File: src/rtl/noc_pkg.sv
// Shared NoC address helpers and injection FSM state encoding.
// No latency (types and pure functions only).
// No flow control of its own.
package noc_pkg;

  localparam int ADDR_W  = 6;
  localparam int GRP_HI  = 5;
  localparam int GRP_LO  = 2;
  localparam int PORT_HI = 1;
  localparam int PORT_LO = 0;

  typedef enum logic [0:0] {
    IDLE = 1'b0,
    GAP  = 1'b1
  } inj_state_t;

  function automatic logic is_self_addr(
    input logic [ADDR_W-1:0]        dest,
    input logic [GRP_HI-GRP_LO:0]   group,
    input logic [PORT_HI-PORT_LO:0] port
  );
    return (dest[GRP_HI:GRP_LO] == group) && (dest[PORT_HI:PORT_LO] == port);
  endfunction

endpackage

File: src/rtl/gpu_inject_queue_sync_fifo.sv
// Synchronous FIFO with registered storage; head readable combinationally.
// Latency: a push is visible at the head one cycle later (no bypass).
// Backpressure: push ignored when full, pop ignored when empty.
module sync_fifo #(
  parameter int WIDTH = 22,
  parameter int DEPTH = 8
) (
  input  logic                     clk,
  input  logic                     reset,
  input  logic                     push,
  input  logic                     pop,
  input  logic [WIDTH-1:0]         wr_data,
  output logic [WIDTH-1:0]         rd_data,
  output logic [$clog2(DEPTH):0]   level,
  output logic                     full,
  output logic                     empty
);

  localparam int AW = $clog2(DEPTH);
  localparam logic [AW:0] DEPTH_V = (AW+1)'(DEPTH);
  localparam logic [AW:0] ONE     = (AW+1)'(1);

  // Pointers carry one extra wrap bit so full and empty are distinguishable.
  logic [AW:0]      wr_ptr;
  logic [AW:0]      rd_ptr;
  logic [WIDTH-1:0] mem [DEPTH];
  logic             do_push;
  logic             do_pop;

  assign level   = wr_ptr - rd_ptr;
  assign full    = (level == DEPTH_V);
  assign empty   = (wr_ptr == rd_ptr);
  assign do_push = push & ~full;
  assign do_pop  = pop & ~empty;
  assign rd_data = mem[rd_ptr[AW-1:0]];

  always_ff @(posedge clk) begin
    if (reset) begin
      wr_ptr <= '0;
      rd_ptr <= '0;
    end else begin
      if (do_push) wr_ptr <= wr_ptr + ONE;
      if (do_pop)  rd_ptr <= rd_ptr + ONE;
    end
  end

  always_ff @(posedge clk) begin
    if (do_push) mem[wr_ptr[AW-1:0]] <= wr_data;
  end

endmodule

File: src/rtl/gpu_inject_queue.sv
// GPU-to-router injection queue: buffers flits, drops self-addressed ones, paces launches.
// Latency: push at edge k launches a one-cycle gpu_in_valid pulse at edge k+1; 1+GAP_CYCLES spacing.
// Backpressure: s_ready follows FIFO occupancy only; router grant gates pops via arb_enable/crossbar_busy.
module gpu_inject_queue
  import noc_pkg::*;
#(
  parameter int         DWIDTH     = 16,
  parameter int         FIFO_DEPTH = 8,
  parameter logic [3:0] GROUP_ID   = 4'b0110,
  parameter logic [1:0] LOCAL_PORT = 2'd3,
  parameter int         GAP_CYCLES = 2
) (
  input  logic                          clk,
  input  logic                          reset,
  input  logic [DWIDTH-1:0]             s_data,
  input  logic [ADDR_W-1:0]             s_dest,
  input  logic                          s_valid,
  output logic                          s_ready,
  input  logic                          arb_enable,
  input  logic                          crossbar_busy,
  output logic [DWIDTH-1:0]             gpu_in_data,
  output logic [ADDR_W-1:0]             gpu_dest_addr,
  output logic                          gpu_in_valid,
  output logic [$clog2(FIFO_DEPTH):0]   fifo_level,
  output logic                          fifo_full,
  output logic                          fifo_empty,
  output logic [7:0]                    drop_count
);

  localparam int              FW       = DWIDTH + ADDR_W;
  localparam int              GW       = $clog2(GAP_CYCLES + 1);
  localparam logic [GW-1:0]   GAP_LAST = GW'(GAP_CYCLES - 1);
  localparam logic [GW-1:0]   GAP_ONE  = GW'(1);

  inj_state_t          state;
  logic [GW-1:0]       gap_cnt;
  logic [FW-1:0]       head;
  logic [DWIDTH-1:0]   head_data;
  logic [ADDR_W-1:0]   head_dest;
  logic                head_self;
  logic                push;
  logic                pop;

  assign s_ready   = ~fifo_full & ~reset;
  assign push      = s_valid & s_ready;
  assign head_data = head[FW-1:ADDR_W];
  assign head_dest = head[ADDR_W-1:0];
  assign head_self = is_self_addr(head_dest, GROUP_ID, LOCAL_PORT);
  // Grant is sampled live in IDLE only; GAP ignores it entirely.
  assign pop       = (state == IDLE) & ~fifo_empty & arb_enable & ~crossbar_busy;

  sync_fifo #(
    .WIDTH (FW),
    .DEPTH (FIFO_DEPTH)
  ) u_fifo (
    .clk     (clk),
    .reset   (reset),
    .push    (push),
    .pop     (pop),
    .wr_data ({s_data, s_dest}),
    .rd_data (head),
    .level   (fifo_level),
    .full    (fifo_full),
    .empty   (fifo_empty)
  );

  always_ff @(posedge clk) begin
    if (reset) begin
      state         <= IDLE;
      gap_cnt       <= '0;
      gpu_in_valid  <= 1'b0;
      gpu_in_data   <= '0;
      gpu_dest_addr <= '0;
      drop_count    <= '0;
    end else begin
      gpu_in_valid <= 1'b0;
      case (state)
        IDLE: begin
          if (pop) begin
            if (head_self) begin
              if (drop_count != 8'hFF) drop_count <= drop_count + 8'd1;
            end else begin
              gpu_in_data   <= head_data;
              gpu_dest_addr <= head_dest;
              gpu_in_valid  <= 1'b1;
              gap_cnt       <= '0;
              state         <= GAP;
            end
          end
        end
        GAP: begin
          if (gap_cnt == GAP_LAST) begin
            gap_cnt <= '0;
            state   <= IDLE;
          end else begin
            gap_cnt <= gap_cnt + GAP_ONE;
          end
        end
        default: state <= IDLE;
      endcase
    end
  end

endmodule

File: config.mk
export PLATFORM = sky130hd
export DESIGN_NAME = gpu_inject_queue
export DESIGN_NICKNAME = d
export VERILOG_FILES = /design/src/rtl/noc_pkg.sv /design/src/rtl/gpu_inject_queue_sync_fifo.sv /design/src/rtl/gpu_inject_queue.sv
export SDC_FILE = /design/constraint.sdc
export NUM_CORES = 1
export LEC_CHECK = 0
export CAP_MARGIN = 40
export CORE_UTILIZATION = 58
export CTS_BUF_LIST = sky130_fd_sc_hd__clkbuf_8 sky130_fd_sc_hd__clkbuf_16
export CTS_CLUSTER_SIZE = 25
export DETAILED_ROUTE_END_ITERATION = 6
export PLACE_DENSITY = 0.78
export REMOVE_ABC_BUFFERS = 1
export SLEW_MARGIN = 5
export SYNTH_ARGS = -nofsm -noshare
export SYNTH_HDL_FRONTEND = slang
export SYNTH_SLANG_ARGS = --single-unit
File: constraint.sdc
create_clock -name clk -period 4.5 [get_ports clk]
set_input_delay 0.9 -clock clk [delete_from_list [all_inputs] [get_ports clk]]
set_output_delay 0.9 -clock clk [all_outputs]
set_load 0.01 [all_outputs]
==> results.cfg <==
[logic_synthesis]
syn_area_um2 = 8650
synth-compound-area-share_pct = 5.68
synth_edf_count = 176
yosysSeqAreaShare_pct = 71.5
synth_async_sr_flop_share_pct = 0
synth_mux_area_share_pct = 14.3
synth.top_cell.area_share_pct = 61.1
yosys_warnings = 0
yosys.area.top_type = edfxtp_1
synth_cell_type_count = 45
synth_top_flop_cell = edfxtp_1
synth-seq-cells = 221
synth_top_family_by_area = multiplexers
synthTopCellsByArea = edfxtp_1 (61%), dfxtp_1 (10%), mux4_2 (8.3%), mux2_2 (2.5%), mux4_1 (2.4%)
synthXorXnorAreaFrac_pct = 0.911
synth_cells = 506
avgSynthCellArea_um2 = 17.1
yosys.area_share.simple_pct = 4.64
synthAdderAreaFrac_pct = 1.10

[routing]
vias_per_cell = 6.21
final_antenna_net_count = 0
drc = 0
drt-initial-drc-count = 508
drt_wl_total_um = 17300
vias = 4873
first_pass_iters = 6
post_drt_wl_per_cell_um = 22.0

[clock_tree]
cts_resized = 0
holdBufCountCts = 0
path_clk_slew_ps = 60
cts_root_buf = clkbuf_16
post-cts-setup-buffer-count = 0
clk_latency_ps = 510
cts_num_sinks = 221
cts_inserted_buffers = 23
h-tree-depth = 1
tritoncts = built
clockBufferDepth = 3

[floorplanning]
ioPinCount = 65
fp.dieW_um = 124
start_util_pct = 59.5
fp.coreArea_um2 = 14500
die_y_um = 124
placementRows = 44
die-area_um2 = 15400

[worst_setup_path]
cp_max_fo = 8
required_ps = 3600
end_kind = output pin
arrival_ps = 2910
cp-start-kind = flip-flop
critPathKind = flip-flop to output pin

[pwr]
p_switching_mw = 1.38
pwr-share-clk_pct = 34.2
power.internal_mw = 3.97
worst_ir_drop_vdd_mv = 0.312
p_seq_share_pct = 47.7
combPwrFrac_pct = 18.2
power_density_nw_per_um2 = 519
leakage_nw = 3.31
p_sw_share_pct = 25.8

[grt]
grt_pass1_vias = 4914
globalRouteTotalUtil_pct = 23.5
antenna_found_initial = 1
grt_pass1_wl_um = 26600
grt_max_degree = 45
globalRouteOverflowTotal = 0

[timing]
clock_skew_ps = 10.7
worst_hold_slack_ps = 464
tightest_slew_ps = 844
setup_viol = 0
slew_headroom_pct = 43.4
drv_slew = 0
max_freq_mhz = 263
period_needed_ps = 3810
finalCritPeriodShare_pct = 84.7
fin_tns_setup_ps = 0
hold_viol = 0
rsz0062_at_grt = false

[finish]
fin_nets = 619
final_core_util_pct = 71.0
layout-drive-gt1-share_pct = 19.6
fillers = 884
syn2layout_area_growth_pct = 19.2
layout.cells.non_filler = 785
num_antenna_cells = 0

[place]
portBuffers = 64
dpl.hpwl_um = 9950
globalplace.congestion = 0.748
dp_cells = 743

[worst_hold_path]
hold_path_class = flip-flop to flip-flop

[run_status]
outcome = finished, final reports clean

[run]
drv_cap = 0
## layout make-up
type | count | area, um2 | share of cell area, %
Inverter | 9 | 33.8 | 0.328
Clock buffer | 25 | 626 | 6.07
Clock inverter | 16 | 115 | 1.12
Timing Repair Buffer | 81 | 778 | 7.55
Sequential cell | 221 | 6190 | 60.0
Multi-Input combinational cell | 249 | 2340 | 22.7
Tap cell | 184 | 230 | 2.23
## cells in the mapped netlist, types with 2 or more instances
library cell  instances
edfxtp_1            176
dfxtp_1              45
o21ai_0              35
mux4_2               32
a21oi_1              31
nor2_1               23
mux2_2               19
clkbuf_1             16
nand2_1              15
nor3_1               12
inv_1                 9
mux2i_1               8
mux4_1                8
buf_2                 6
ha_1                  6
xnor2_1               6
nand3_1               5
o31ai_1               5
or3_1                 5
a211oi_1              3
buf_1                 3
nand2b_1              3
nand4_1               3
nor2b_1               3
o21ai_1               3
or4_1                 3
xor2_1                3
buf_6                 2
o21a_1                2
## cells by family (layout without fill, tap and decap cells)
kind of cell	Yosys count	after routing
compound gates	87	87
simple gates	78	78
xor+xnor	9	9
mux	68	68
buf+inv	36	131
fa+ha+maj	7	7
flops	221	221
## critical path, stage by stage, from the launching register on
cell and delay, ps:
dfxtp_1 530, inv_1 170, ha_1 240, fa_1 390, xnor2_1 210, nor3_1 80, and2_1 170, nor2_1 80
clkdlybuf4s50_1 540
## per-layer routing
metal  GRT usage, %  vias up  share of wire (%)
met5              0        -              0.064
li1               -     2159                  -
met4           6.99        2                2.5
met3           4.35       34                6.8
met2           39.8      205                 51
met1           31.1     2473                 40
## placed cells by master, fill, tap and decap left out, types with 5 or more instances in the layout
cell and count:
xnor2_1 6, nor3_2 6, mux2_2 19, nand3_1 5, o21ai_0 35, nor2_1 21
clkbuf_16 25, ha_1 6, buf_4 15, clkdlybuf4s50_1 64, o31ai_1 5, a21oi_1 31
edfxtp_1 176, clkinv_2 7, mux4_2 32, mux4_1 8, dfxtp_1 43, nor3_1 6
nand2_1 15, mux2i_1 8, or3_1 5, inv_1 12
## worst paths after layout
kind | startpoint | end | slack, ps | cells past startpoint
max | u_fifo.wr_ptr[0] | s_ready | 690 | 8
min | gap_cnt[1] | gap_cnt[1] | 460 | 2
min reg2reg | gap_cnt[1] | gap_cnt[1] | 460 | 2
max reg2reg | flip-flop | gpu_dest_addr[1] | 930 | 7
## through the flow
stage / power [mW] / area [um2] / setup WS, ps
2_1_floorplan: 3.12 / 8530 / 600
3_3_place_gp: 3.51 / 9550 / 1160
3_5_place_dp: 3.55 / 9570 / 988
4_1_cts: 5.38 / 10300 / 647
5_1_grt: 5.56 / 10300 / 506
6_report: 5.36 / 10300 / 691
## power by group through the flow
stage | combinational (mW) | sequential, mW | clock [mW]
floorplan | 0.532 | 2.59 | 0
global route | 1.06 | 2.57 | 1.93
CTS | 0.979 | 2.55 | 1.85
global placement | 0.937 | 2.57 | 0
detailed placement | 0.963 | 2.59 | 0
finish | 0.974 | 2.55 | 1.83
## state kept, by name (all words and copies together), names as in the netlist, named ones only
register and cells:
u_fifo.mem 176, gpu_in_data 16, drop_count 8, gpu_dest_addr 6, u_fifo.rd_ptr 4, u_fifo.wr_ptr 4
gap_cnt 2, gpu_in_valid 1, state 1
Power figures use the tool's default switching activity.
